**config.mk**
```make
export PLATFORM = sky130hd
export DESIGN_NAME = dlx_encoder
export DESIGN_NICKNAME = d
export VERILOG_FILES = /design/src/rtl/dlx_encoder.sv
export SDC_FILE = /design/constraint.sdc
export NUM_CORES = 1
export LEC_CHECK = 0
export BUFFER_PORTS_ARGS = -buffer_cell sky130_fd_sc_hd__buf_2
export CAP_MARGIN = 20
export CORE_MARGIN = 5
export CORE_UTILIZATION = 55
export CTS_CLUSTER_DIAMETER = 30
export DETAILED_ROUTE_END_ITERATION = 8
export PLACE_DENSITY = 0.86
export REMOVE_ABC_BUFFERS = 1
export SYNTH_ARGS = -nofsm -noshare
export SYNTH_HDL_FRONTEND = slang
export SYNTH_SLANG_ARGS = --single-unit
```
**constraint.sdc**
```tcl
create_clock -name clk -period 5.35 [get_ports clk]
set_input_delay 0.2675 -clock clk [delete_from_list [all_inputs] [get_ports clk]]
set_output_delay 0.2675 -clock clk [all_outputs]
set_load 0.02 [all_outputs]
```
**src/rtl/dlx_encoder.sv**
```systemverilog
// Re-encodes a decoded DLX control tuple into a 32-bit R/I/J word behind a one-deep valid/ready stage.
// Optional: define ENCODER_RANGE_CHECK_EN to reject immediates that do not fit their instruction field.
module dlx_encoder #(
  parameter int unsigned       ADDR_W    = 32,
  parameter logic [ADDR_W-1:0] BASE_ADDR = '0,
  parameter logic [ADDR_W-1:0] ADDR_STEP = ADDR_W'(4)
) (
  input  logic              clk,
  input  logic              reset_n,
  input  logic              in_valid,
  output logic              in_ready,
  input  logic [3:0]        I,
  input  logic [4:0]        Rs1,
  input  logic [4:0]        Rs2,
  input  logic [4:0]        Rd,
  input  logic [31:0]       Iv,
  input  logic              d_load_enable,
  input  logic              d_write_enable,
  input  logic              Iv_alu,
  input  logic              Pc_alu,
  input  logic [1:0]        Pc_cmd,
  input  logic [1:0]        Pc_val,
  output logic              out_valid,
  input  logic              out_ready,
  output logic [31:0]       out_word,
  output logic [ADDR_W-1:0] out_addr,
  output logic              err,
  output logic [7:0]        err_count
);

  typedef enum logic [1:0] {IMM_NONE, IMM_SIGN, IMM_ZERO, IMM_JUMP} imm_cls_t;

  logic       alu_hit;
  logic       alu_sext;
  logic [5:0] alu_funct;
  logic [5:0] alu_iop;
  logic       op_ok;
  logic       range_ok;
  logic       enc_ok;
  logic [5:0] i_op;
  logic [31:0] enc_word;
  imm_cls_t   imm_cls;
  logic       accept;
  logic       j_form;

  always_comb begin
    alu_hit   = 1'b1;
    alu_sext  = 1'b0;
    alu_funct = 6'h00;
    alu_iop   = 6'h00;
    case (I)
      4'd1:    begin alu_funct = 6'h20; alu_iop = 6'h08; alu_sext = 1'b1; end
      4'd2:    begin alu_funct = 6'h22; alu_iop = 6'h0a; alu_sext = 1'b1; end
      4'd3:    begin alu_funct = 6'h24; alu_iop = 6'h0c; end
      4'd4:    begin alu_funct = 6'h25; alu_iop = 6'h0d; end
      4'd5:    begin alu_funct = 6'h26; alu_iop = 6'h0e; end
      4'd6:    begin alu_funct = 6'h04; alu_iop = 6'h14; end
      4'd7:    begin alu_funct = 6'h06; alu_iop = 6'h16; end
      4'd10:   begin alu_funct = 6'h28; alu_iop = 6'h18; alu_sext = 1'b1; end
      4'd11:   begin alu_funct = 6'h2c; alu_iop = 6'h1c; alu_sext = 1'b1; end
      4'd12:   begin alu_funct = 6'h2a; alu_iop = 6'h1a; alu_sext = 1'b1; end
      4'd13:   begin alu_funct = 6'h29; alu_iop = 6'h19; alu_sext = 1'b1; end
      4'd14:   begin alu_funct = 6'h07; alu_iop = 6'h17; end
      default: alu_hit = 1'b0;
    endcase
  end

  assign j_form = (Pc_cmd == 2'b10) && (Pc_val == 2'b01);

  // Classification in priority order: PC-relative jumps, then R-type, then I-type special cases.
  always_comb begin
    op_ok    = 1'b0;
    enc_word = 32'h0;
    imm_cls  = IMM_NONE;
    i_op     = 6'h00;
    if (Pc_alu) begin
      if (j_form && I == 4'd15 && Rd == 5'd31) begin
        op_ok    = 1'b1;
        enc_word = {6'h03, Iv[25:0]};
        imm_cls  = IMM_JUMP;
      end else if (j_form && I == 4'd0 && Rd == 5'd0) begin
        op_ok    = 1'b1;
        enc_word = {6'h02, Iv[25:0]};
        imm_cls  = IMM_JUMP;
      end
    end else if (!Iv_alu) begin
      op_ok    = alu_hit;
      enc_word = {6'h00, Rs1, Rs2, Rd, 5'h00, alu_funct};
    end else begin
      op_ok   = 1'b1;
      imm_cls = IMM_SIGN;
      if (Pc_cmd == 2'b10 && I == 4'd8) begin
        i_op = 6'h04;
      end else if (Pc_cmd == 2'b10 && I == 4'd9) begin
        i_op = 6'h05;
      end else if (Pc_cmd == 2'b11 && I == 4'd15) begin
        i_op    = 6'h13;
        imm_cls = IMM_ZERO;
      end else if (Pc_cmd == 2'b11 && I == 4'd0) begin
        i_op    = 6'h12;
        imm_cls = IMM_ZERO;
      end else if (d_load_enable && I == 4'd1) begin
        i_op = 6'h23;
      end else if (d_write_enable && I == 4'd1) begin
        i_op = 6'h2b;
      end else if (I == 4'd0) begin
        i_op    = 6'h0f;
        imm_cls = IMM_ZERO;
      end else begin
        i_op    = alu_iop;
        op_ok   = alu_hit;
        imm_cls = alu_sext ? IMM_SIGN : IMM_ZERO;
      end
      enc_word = {i_op, Rs1, Rs2, Iv[15:0]};
    end
  end

`ifdef ENCODER_RANGE_CHECK_EN
  always_comb begin
    case (imm_cls)
      IMM_SIGN: range_ok = (Iv[31:16] == {16{Iv[15]}});
      IMM_ZERO: range_ok = (Iv[31:16] == 16'h0);
      IMM_JUMP: range_ok = (Iv[31:26] == {6{Iv[25]}});
      default:  range_ok = 1'b1;
    endcase
  end
`else
  logic [1:0] unused_range;
  assign unused_range = {^Iv[31:26], imm_cls == IMM_NONE};
  assign range_ok     = 1'b1;
`endif

  assign enc_ok   = op_ok && range_ok;
  assign in_ready = !out_valid || out_ready;
  assign accept   = in_valid && in_ready;

  // A rejected tuple is consumed but leaves the output stage empty, so a concurrent drain still empties it.
  always_ff @(posedge clk) begin
    if (!reset_n) begin
      out_valid <= 1'b0;
      out_word  <= 32'h0;
      out_addr  <= BASE_ADDR;
      err       <= 1'b0;
      err_count <= 8'h00;
    end else begin
      if (out_valid && out_ready) begin
        out_valid <= 1'b0;
        out_addr  <= out_addr + ADDR_STEP;
      end
      if (accept) begin
        if (enc_ok) begin
          out_valid <= 1'b1;
          out_word  <= enc_word;
        end else begin
          err <= 1'b1;
          if (err_count != 8'hFF) err_count <= err_count + 8'h01;
        end
      end
    end
  end

endmodule

```
[Word level (Yosys, flattened, before mapping)]
Cells that the tools add are included.
Word-level totals
  register bits: 74
  bits of input ports: 63
  output and inout bits: 75
  word-level logic and storage cells: 77
Cells by class
  add/sub/neg operators: 2
  eq/ne operators: 20
  muxes and demuxes: 28
  bitwise operators: 1
  reductions and logical operators: 21
Operator list (number)
  $pmux 6 s12: 1
  $mux 32: 2
  $pmux 5 s12: 1
  $mux 28: 2
  $mux 6: 7
  $add 32x3->32 const B: 1
  $eq 4x4->1 const B: 8
  $eq 4x3->1 const B: 4
  $mux 1: 15
  $logic_and 1x1->1: 13
  $reduce_or 12->1: 1
  $add 8x1->8 const B: 1
  $eq 4x2->1 const B: 2
  $ne 8x8->1 const B: 1
  $eq 5x5->1 const B: 1
  $logic_not 5->1: 1
  $eq 2x2->1 const B: 2
  $eq 4x1->1 const B: 1
  $logic_not 4->1: 1
  $reduce_and 2->1: 2
  $reduce_and 3->1: 1
  $eq 2x1->1 const B: 1
  $logic_not 1->1: 1
  $logic_or 1x1->1: 1
  $not 1->1: 1

[Depth between registers and ports, before layout]
  word-level depth: 14
  gate-level depth with buffers: 9
  gate-level depth less buffers: 6

[Least setup slack after synthesis]
OpenSTA, ideal clock, no wires.
  kind: flip-flop to flip-flop
  start: reg out_addr[21]
  end: reg out_addr[27]
  library setup time: 59 ps
  arrival time: 2073 ps
  slack: 3218 ps
  stages on the path, launching flop included: 7
  buffers on the path: 1
  period minus slack after synthesis: 2132 ps
  path through: dfxtp_1 -> nand4_1 -> or2_2 -> or4_1 -> clkbuf_1 -> or4_1 -> nand2_1
On the way
  cells in the longest elaborated chain, start to end: 1
RTL lines
  start: declaration: RTL line 26  | output logic [ADDR_W-1:0] out_addr,
  start signal: assignment: RTL line 148  | out_addr <= out_addr + ADDR_STEP;
  $add 32x3->32: RTL line 148
No other way between the ends.
A chain may end at the register's enable or synchronous reset.

[Worst setup path in the final report]
  start: in I[3]
  end: reg out_word[10]
On the way
  cells in the longest elaborated chain, start to end: 13
RTL lines
  start: declaration: RTL line 12  | input logic [3:0] I,
  $eq 4x1->1 (tied with other cells)
  $reduce_or 12->1 (no line)
  $mux 1: RTL line 51  | case (I)
  $mux 1: RTL line 106  | end else if (I == 4'd0) begin
  $mux 1: RTL line 104  | end else if (d_write_enable && I == 4'd1) begin
  $mux 1: RTL line 102  | end else if (d_load_enable && I == 4'd1) begin
  $mux 1: RTL line 99  | end else if (Pc_cmd == 2'b11 && I == 4'd0) begin
  $mux 1: RTL line 96  | end else if (Pc_cmd == 2'b11 && I == 4'd15) begin
  $mux 1: RTL line 94  | end else if (Pc_cmd == 2'b10 && I == 4'd9) begin
  $mux 1: RTL line 92  | if (Pc_cmd == 2'b10 && I == 4'd8) begin
  $mux 1: RTL line 86  | end else if (!Iv_alu) begin
  $mux 1: RTL line 76  | if (Pc_alu) begin
  $reduce_and 2->1 (no line)
  end signal: assignment: RTL line 153  | out_word <= enc_word;
  end: declaration: RTL line 25  | output logic [31:0] out_word,
Several ways; a longest one is shown, not always the timed one.

==> run metrics <==
Synth Register Bits 72; Setup CP Type in2reg; Hold Crit Class in2reg; die area 0.00937 sq mm; crit-path cells buf_2 > or4_1 > or3_4 > a21oi_4 > o21ai_4 > buf_4 > mux2i_1; Hold WS 0.217 ns; commonest cells after routing, fill and taps aside buf_2, dfxtp_1, nand2_1; outcome completed; num ports 138; FFs w/ async S/R, synth 0%; net switching power 0.316 mW; Clock Power Share 41.5%; CP Capture Type register; max frequency 0.381 GHz; layout cells sized above 1 26.0%; final instance area 0.00499 sq mm; commonest non-fill, non-tap cell in the layout buf_2; max-capacitance violation count 0; final WL 10,800 microns; post-layout min period 2.63 ns; Slowest cell on crit path or4_1; clk sinks 72; via count 4,025; hold buffers post-CTS 0; switching part of the total 26.4%; family with the most delay on the worst path simple AND/OR/NAND/NOR gates; TritonRoute pass-1 iters 4; max-slew violations 0; Synth Flop Type dfxtp_1; Post-Synthesis Cell Area 0.00415 sq mm; Int Power 0.879 mW; initial antenna violation count 0; Die Span X 96.8 microns; CTS max path bufs 2; vias in the first global route 3,782; sequential power share 46.2%; first-pass GRT wire length 17,700 microns; IO Port Bufs 129; Power Dens Cells 239 mW/mm^2; vias per cell 5.58; Max FO, Critical Path 25; Synth cell types 56; Clock transition at path regs 0.08 ns; Tot GR Track Use 22.0%; leak pwr 2.24 nW; DRC Markers 0; final clock skew 0.00784 ns; placed cell area 0.00477 sq mm; post_cts resized 0; CP startpoint kind primary input; Worst-Margin Slew 0.747 ns; row count 31; CP bufs+invs 2; CTS tree built; Finished Layout Cells 721; endpoints failing setup 0; chip height 96.8 microns; Mapped Cells 512; register area share after synthesis 34.8%; Critical Path AT 2.83 ns; Max-Slew Margin vs Limit 50.1%; max incr delay on CP 0.60 ns; Comb power frac 12.3%; fin crit share 49.1%; n_diodes 0; Fin. Hold Viols 0; Overflow after GRT 0; dpl cells 705; Post CTS Setup Buffer Count 0; largest net degree at the start of global routing 84; initial core utilization 56.8%; P&R area growth vs syn 20.5%; WL/cell 15.0 microns; DRT iter0 DRCs 291; GP Congestion 0.866; CTS Buf Count 9; post-synthesis area per instance 8.10 sq um; setup_tns 0 ns; Post-synth EDFFs 0; Skew-Pair Late Insertion Delay 0.35 ns; DPL Wire Length 7610 microns; Max IR drop VDD 161 uV; # H-tree levels 3; clock root cell clkbuf_8; core area 0.00729 sq mm; WP data required 5.56 ns; nets 682; Ys Warns 0; post-route ant nets 0; unrepaired setup endpoints after global routing no
## flip-flops by register name, indices dropped and copies added, names as in the netlist
name,cells
err,1
err_count,8
out_addr,30
out_valid,1
out_word,32
## stage by stage
stage          worst slack [ns]  power [mW]  utilization, %
2_1_floorplan              2.91       0.642               -
4_1_cts                    2.76        1.20            68.5
3_5_place_dp               2.41       0.710            65.4
6_report                   2.72        1.20            68.5
3_3_place_gp               2.47       0.706            65.4
5_1_grt                    2.61        1.24            68.5
## final timing paths
kind                      from            to  slack [ns]  depth (start not counted)
hold reg to reg   out_word[19]  out_word[19]        0.46                          2
setup reg to reg  out_addr[13]  out_addr[30]        3.18                          5
setup / recovery          I[3]  out_word[10]        2.72                          7
hold / removal           Iv[6]   out_word[6]        0.22                          3
## worst reg2reg max path, cell delays in order (launching register included)
cell	delay (ns)
dfxtp_1	0.43
and4_1	0.25
nand3_2	0.19
or4_1	0.65
or4_1	0.44
a21oi_1	0.15
## cells by family after synthesis
| group | after synthesis | share of synthesized area [%] |
|---|---|---|
| buf+inv | 66 | 6.85 |
| other cells | 1 | 0.0905 |
| mux | 44 | 10.6 |
| xor+xnor | 25 | 5.28 |
| flops | 72 | 34.8 |
| fa+ha+maj | 2 | 0.604 |
| simple gates | 201 | 25.3 |
| compound gates | 101 | 16.5 |
## area by class of cell
type,count,area (sq um)
multi-input cells,375,2420
well taps,99,124
flip-flops and latches,72,1440
repair buffers,134,683
clock buffers,10,138
clock inverters,6,90.1
fillers,600,2300
inverters,25,93.8
## cell usage after synthesis, types with 3 or more instances
master / instances / area (sq um)
a211o_1: 3 / 26.3
a211oi_1: 21 / 158
a21oi_1: 19 / 95.1
a31o_2: 3 / 26.3
and3_1: 4 / 25.0
and4_1: 7 / 61.3
buf_1: 3 / 11.3
buf_4: 3 / 22.5
buf_6: 3 / 33.8
clkbuf_1: 30 / 113
dfxtp_1: 72 / 1440
inv_1: 25 / 93.8
mux2i_1: 44 / 440
nand2_1: 64 / 240
nand2b_1: 12 / 75.1
nand3_1: 13 / 65.1
nand4_1: 12 / 75.1
nor2_1: 32 / 120
nor2b_1: 12 / 75.1
nor3_1: 8 / 40.0
nor4_1: 11 / 68.8
o211ai_1: 9 / 67.6
o21ai_0: 26 / 130
or3_1: 4 / 25.0
or4_1: 7 / 52.6
xnor2_1: 13 / 114
xor2_1: 12 / 105
## metal layers
layer / vias up / global-route usage (%) / share of wire (%)
li1: 2020 / - / -
met1: 1842 / 27.6 / 43
met2: 140 / 36.9 / 48
met3: 23 / 4.39 / 6.3
met4: 0 / 8.86 / 2.3
met5: - / 0 / 0
## power groups by stage
stage          Combinational [mW]  Sequential, mW  Clock (mW)
5_1_grt                     0.161           0.553       0.526
2_1_floorplan              0.0669           0.575           0
3_5_place_dp                0.146           0.564           0
3_3_place_gp                0.142           0.564           0
6_report                    0.147           0.552       0.496
4_1_cts                     0.147           0.552       0.501
(Power assumes the default switching activity.)
